### config.mk
export PLATFORM = sky130hd
export DESIGN_NAME = axis_pkt_tx
export DESIGN_NICKNAME = d
export VERILOG_FILES = /design/src/rtl/axis_pkt_tx.sv
export SDC_FILE = /design/constraint.sdc
export NUM_CORES = 1
export LEC_CHECK = 0
export ABC_AREA = 1
export CORE_ASPECT_RATIO = 1.25
export CORE_MARGIN = 2
export CORE_UTILIZATION = 45
export DETAILED_ROUTE_END_ITERATION = 8
export HOLD_SLACK_MARGIN = 0.12
export PLACE_DENSITY = 0.78
export SKIP_CTS_REPAIR_TIMING = 1
export SYNTH_ARGS = -nofsm -noshare
export SYNTH_HDL_FRONTEND = slang
export SYNTH_SLANG_ARGS = --single-unit
### constraint.sdc
create_clock -name clk -period 3.7 [get_ports clk]
set_clock_uncertainty 0.05 [all_clocks]
set_input_delay 0.74 -clock clk [delete_from_list [all_inputs] [get_ports clk]]
set_output_delay 0.74 -clock clk [all_outputs]
set_load 0.1 [all_outputs]
### src/rtl/axis_pkt_tx.sv
// axis_pkt_tx: read side of the packet mover's staging FIFO.
// Takes a packet-length command, pops that many words from a FWFT FIFO and
// emits them as one AXI4-Stream packet through a registered output stage.
//
// state  | meaning
// IDLE   | waiting for a command, cmd_ready high
// STREAM | popping words into the output stage, beats still owed
// DRAIN  | all words popped, waiting for the TLAST beat to be taken
module axis_pkt_tx #(
  parameter int DATA_W = 32,
  parameter int LEN_W  = 16,
  parameter int CNT_W  = 16
) (
  input  logic              clk,
  input  logic              rst,
  input  logic              cmd_valid,
  output logic              cmd_ready,
  input  logic [LEN_W-1:0]  cmd_len,
  output logic              fifo_rd_en,
  input  logic [DATA_W-1:0] fifo_rd_data,
  input  logic              fifo_empty,
  output logic              m_axis_tvalid,
  input  logic              m_axis_tready,
  output logic [DATA_W-1:0] m_axis_tdata,
  output logic              m_axis_tlast,
  output logic              busy,
  output logic              pkt_done,
  output logic              err_zero_len,
  output logic [CNT_W-1:0]  pkt_count
);

  typedef enum logic [1:0] {
    IDLE   = 2'd0,
    STREAM = 2'd1,
    DRAIN  = 2'd2
  } state_t;

  state_t           state;
  state_t           state_nxt;
  logic [LEN_W-1:0] remaining;

  logic ostage_free;
  logic beat_taken;
  logic last_taken;
  logic load;
  logic start_pkt;
  logic zero_cmd;
  logic rem_is_one;

  // State register.
  always_ff @(posedge clk) begin
    if (rst) begin
      state <= IDLE;
    end else begin
      state <= state_nxt;
    end
  end

  // Next-state decode, command handshake and pop strobe.
  always_comb begin
    state_nxt   = state;
    cmd_ready   = 1'b0;
    load        = 1'b0;
    start_pkt   = 1'b0;
    zero_cmd    = 1'b0;
    last_taken  = 1'b0;
    ostage_free = !m_axis_tvalid || m_axis_tready;
    beat_taken  = m_axis_tvalid && m_axis_tready;
    rem_is_one  = (remaining == LEN_W'(1));
    case (state)
      IDLE: begin
        cmd_ready = 1'b1;
        if (cmd_valid) begin
          if (cmd_len == '0) begin
            zero_cmd = 1'b1;
          end else begin
            start_pkt = 1'b1;
            state_nxt = STREAM;
          end
        end
      end
      STREAM: begin
        // A reset cycle never pops, so the FIFO head survives an abandoned packet.
        load = (remaining != '0) && !fifo_empty && ostage_free && !rst;
        if (load && rem_is_one) begin
          state_nxt = DRAIN;
        end
      end
      DRAIN: begin
        last_taken = beat_taken && m_axis_tlast;
        if (last_taken) begin
          state_nxt = IDLE;
        end
      end
      default: begin
        state_nxt = IDLE;
      end
    endcase
  end

  assign fifo_rd_en = load;
  assign busy       = (state != IDLE);

  // Beat counter, output stage and status pulses.
  always_ff @(posedge clk) begin
    if (rst) begin
      remaining     <= '0;
      m_axis_tvalid <= 1'b0;
      m_axis_tlast  <= 1'b0;
      m_axis_tdata  <= '0;
      pkt_done      <= 1'b0;
      err_zero_len  <= 1'b0;
      pkt_count     <= '0;
    end else begin
      pkt_done     <= last_taken;
      err_zero_len <= zero_cmd;

      if (start_pkt) begin
        remaining <= cmd_len;
      end else if (load) begin
        remaining <= remaining - LEN_W'(1);
      end

      // A load in the same cycle as a handshake replaces the taken beat,
      // which keeps tvalid high for full throughput.
      if (load) begin
        m_axis_tdata  <= fifo_rd_data;
        m_axis_tvalid <= 1'b1;
        m_axis_tlast  <= rem_is_one;
      end else if (beat_taken) begin
        m_axis_tvalid <= 1'b0;
        m_axis_tlast  <= 1'b0;
      end

      if (last_taken) begin
        pkt_count <= pkt_count + CNT_W'(1);
      end
    end
  end

endmodule
==> reports/qor.yml <==
logic_synthesis:
  async_flop_share_pct: 0
  synthFlopType: "dfxtp_1"
  synth_nets: 569
  postSynthAreaPerCell_sq_um: 6.73
  synth_cell_type_count: 33
  synth-seq-cells: 70
  netlist_area_sq_mm: 0.00345
  netlist_instances: 512
  seq_area_frac_synth_pct: 40.6
  synth_edf_count: 0
  ys_warn_count: 0
global_routing:
  grt_pass1_wl_microns: 15300
  grt_pass1_vias: 3407
  grt_overflow: 0
  grt_max_degree: 55
  grtUsageTotal_pct: 23.6
  antenna_found_initial: 0
die:
  num_rows: 35
  dieHeight_microns: 102
  io_pins: 108
  dieArea_sq_mm: 0.00838
  dieWidth_microns: 82.3
  coreArea_sq_mm: 0.00740
  start_util_pct: 46.6
critical_path:
  crit_end: "pkt_count[11]"
  path_buf_inv: 1
  critPathLaunchType: "register"
  reg2reg_depth: 9
  crit_slowest_cell: "clkdlybuf4s50_1"
  cp_max_fo: 6
  r2r-end: "remaining[14]"
  cp.required_ns: 2.91
  r2r-start: "remaining[8]"
  regToRegSetupSlack_ns: 1.38
  slowest_delay_ns: 1.20
  cp.arrival_ns: 2.01
  crit_start: "pkt_count[11]"
  crit_family: "buffers and inverters"
  endpoint_kind: "output port"
  cp_num_cells: 1
  critPathKind: "reg2out"
  path_cells: "clkdlybuf4s50_1"
cts:
  cts_buffers: 9
  cts_tree: "yes"
  cts_max_level: 3
  cts_root_buf: "clkbuf_8"
  clk_pin_slew_ns: 0.09
  clkSinkCount: 70
  clk_latency_ns: 0.35
  clk_path_buf_depth: 2
power_and_ir_drop:
  p_leak_nw: 1.85
  p_per_area_mw_per_mm2: 406
  peakVddDrop_uv: 205
  power.total_mw: 1.93
sta:
  finalSetupViolCount: 0
  setup_slack_ns: 0.902
  holdWs_ns: 0.414
  slew_headroom_pct: 31.2
  finalSetupTns_ns: 0
  worstMarginPinSlew_ns: 1.03
  timing_max_transition_violations_final: 0
  hold_viol: 0
  fin_crit_sh_pct: 75.6
  clock.fmax_mhz: 357
  rsz0062_at_grt: "no"
  min_period_ns: 2.80
placed_design:
  post-place-ws_ns: 0.877
  dp_cells: 695
  placed_area_sq_mm: 0.00456
  gp_congestion: 0.913
  portBuffers: 107
  hpwl_microns: 6910
cells_and_area:
  layout-drive-gt1-share_pct: 7.27
  fin_area_sq_mm: 0.00476
  multi_input_area_sq_mm: 0.00178
  utilization_pct: 64.3
  seqCellArea_sq_mm: 0.00140
  area_growth_pct: 38.0
  fill_cells: 705
  final_cells: 711
  nets: 671
  antenna_cells: 0
outcome:
  status: "finished, final reports clean"
drt:
  vias_per_cell: 5.16
  wl_microns: 9800
  drc: 0
  dr_total_vias: 3667
  dr.pass1.iters: 4
  drtIter0Drc: 213
  wl_per_cell_microns: 13.8
  postRouteAntennaNets: 0
min_path:
  holdPathStages: 2
  hold_class: "reg2reg"
job:
  drv.max_cap_violation_count: 0
synth_stat cells (2+ instances only):
library cell	n	share of area (%)
nand4_1	5	0.91
buf_2	11	1.6
a21oi_1	50	7.3
ha_1	4	1.5
nor3_1	7	1.0
xor2_1	6	1.5
nand3_1	46	6.7
a21oi_2	10	2.5
dfxtp_1	70	41
nor3_2	2	0.58
buf_4	2	0.44
inv_1	38	4.1
clkbuf_1	6	0.65
nor3b_1	2	0.44
nor2_1	52	5.7
nand2_1	168	18
buf_6	2	0.65
nor2_2	3	0.54
o21ai_0	14	2.0
power by group:
group / switching (mW) / internal, mW / total [mW]
registers: 0.0285 / 0.784 / 0.812
clock network: 0.304 / 0.332 / 0.636
logic: 0.315 / 0.170 / 0.485
total: 0.648 / 1.29 / 1.93
layout by cell type (no fill, tap or decap), types with 2 or more instances in the layout:
cell type and n:
a21oi_2 10, buf_4 8, clkinv_2 2, ha_1 4
nor2_2 3, nor3_1 7, nand3_1 46, nand4_1 5
o21ai_0 14, inv_1 38, nor3_2 2, nand2_1 168
nor2_1 52, clkdlybuf4s50_1 103, clkbuf_8 10, dfxtp_1 70
xor2_1 6, nor3b_1 2, a21oi_1 50
layout make-up:
| cell class | count | area share [%] |
|---|---|---|
| Multi-Input combinational cell | 380 | 37.4 |
| Sequential cell | 70 | 29.4 |
| Timing Repair Buffer | 113 | 23.4 |
| Inverter | 40 | 3.15 |
| Clock buffer | 11 | 2.97 |
| Tap cell | 92 | 2.42 |
| Clock inverter | 5 | 1.21 |
layer usage:
| metal | up-vias | part of all wire, % | global-route usage, % |
|---|---|---|---|
| met5 | - | 0 | 0 |
| met4 | 0 | 2.4 | 9.87 |
| met3 | 19 | 6.2 | 5.92 |
| met2 | 100 | 51 | 41.2 |
| met1 | 1704 | 40 | 27.0 |
| li1 | 1844 | - | - |
kinds of logic (layout without fill, tap and decap cells):
| kind of cell | after synthesis | after routing | synth area share (%) |
|---|---|---|---|
| AO/OA/AOI/OAI | 77 | 77 | 12.4 |
| XOR/XNOR | 7 | 7 | 1.78 |
| adder cells (fa/ha/maj) | 4 | 4 | 1.45 |
| buffers and inverters | 62 | 169 | 7.80 |
| flip-flops | 70 | 70 | 40.6 |
| AND/OR/NAND/NOR | 292 | 292 | 36.0 |
registers in the layout, indices dropped and copies added, names as in the netlist:
signal and flops:
pkt_done 1, remaining 16, m_axis_tvalid 1, err_zero_len 1, m_axis_tdata 32, pkt_count 16
m_axis_tlast 1, state 2
worst min-delay path by stage:
stage                           startpoint                to  slack, ns
after floorplan              remaining[15]     remaining[15]       0.42
after global placement     m_axis_tdata[1]   m_axis_tdata[1]       0.40
after detailed placement  m_axis_tdata[30]  m_axis_tdata[30]       0.40
after CTS                 m_axis_tdata[30]  m_axis_tdata[30]       0.42
after global routing       m_axis_tdata[5]   m_axis_tdata[5]       0.44
final                     m_axis_tdata[16]  m_axis_tdata[16]       0.41
Note: power is estimated with default switching activity, not from simulation.
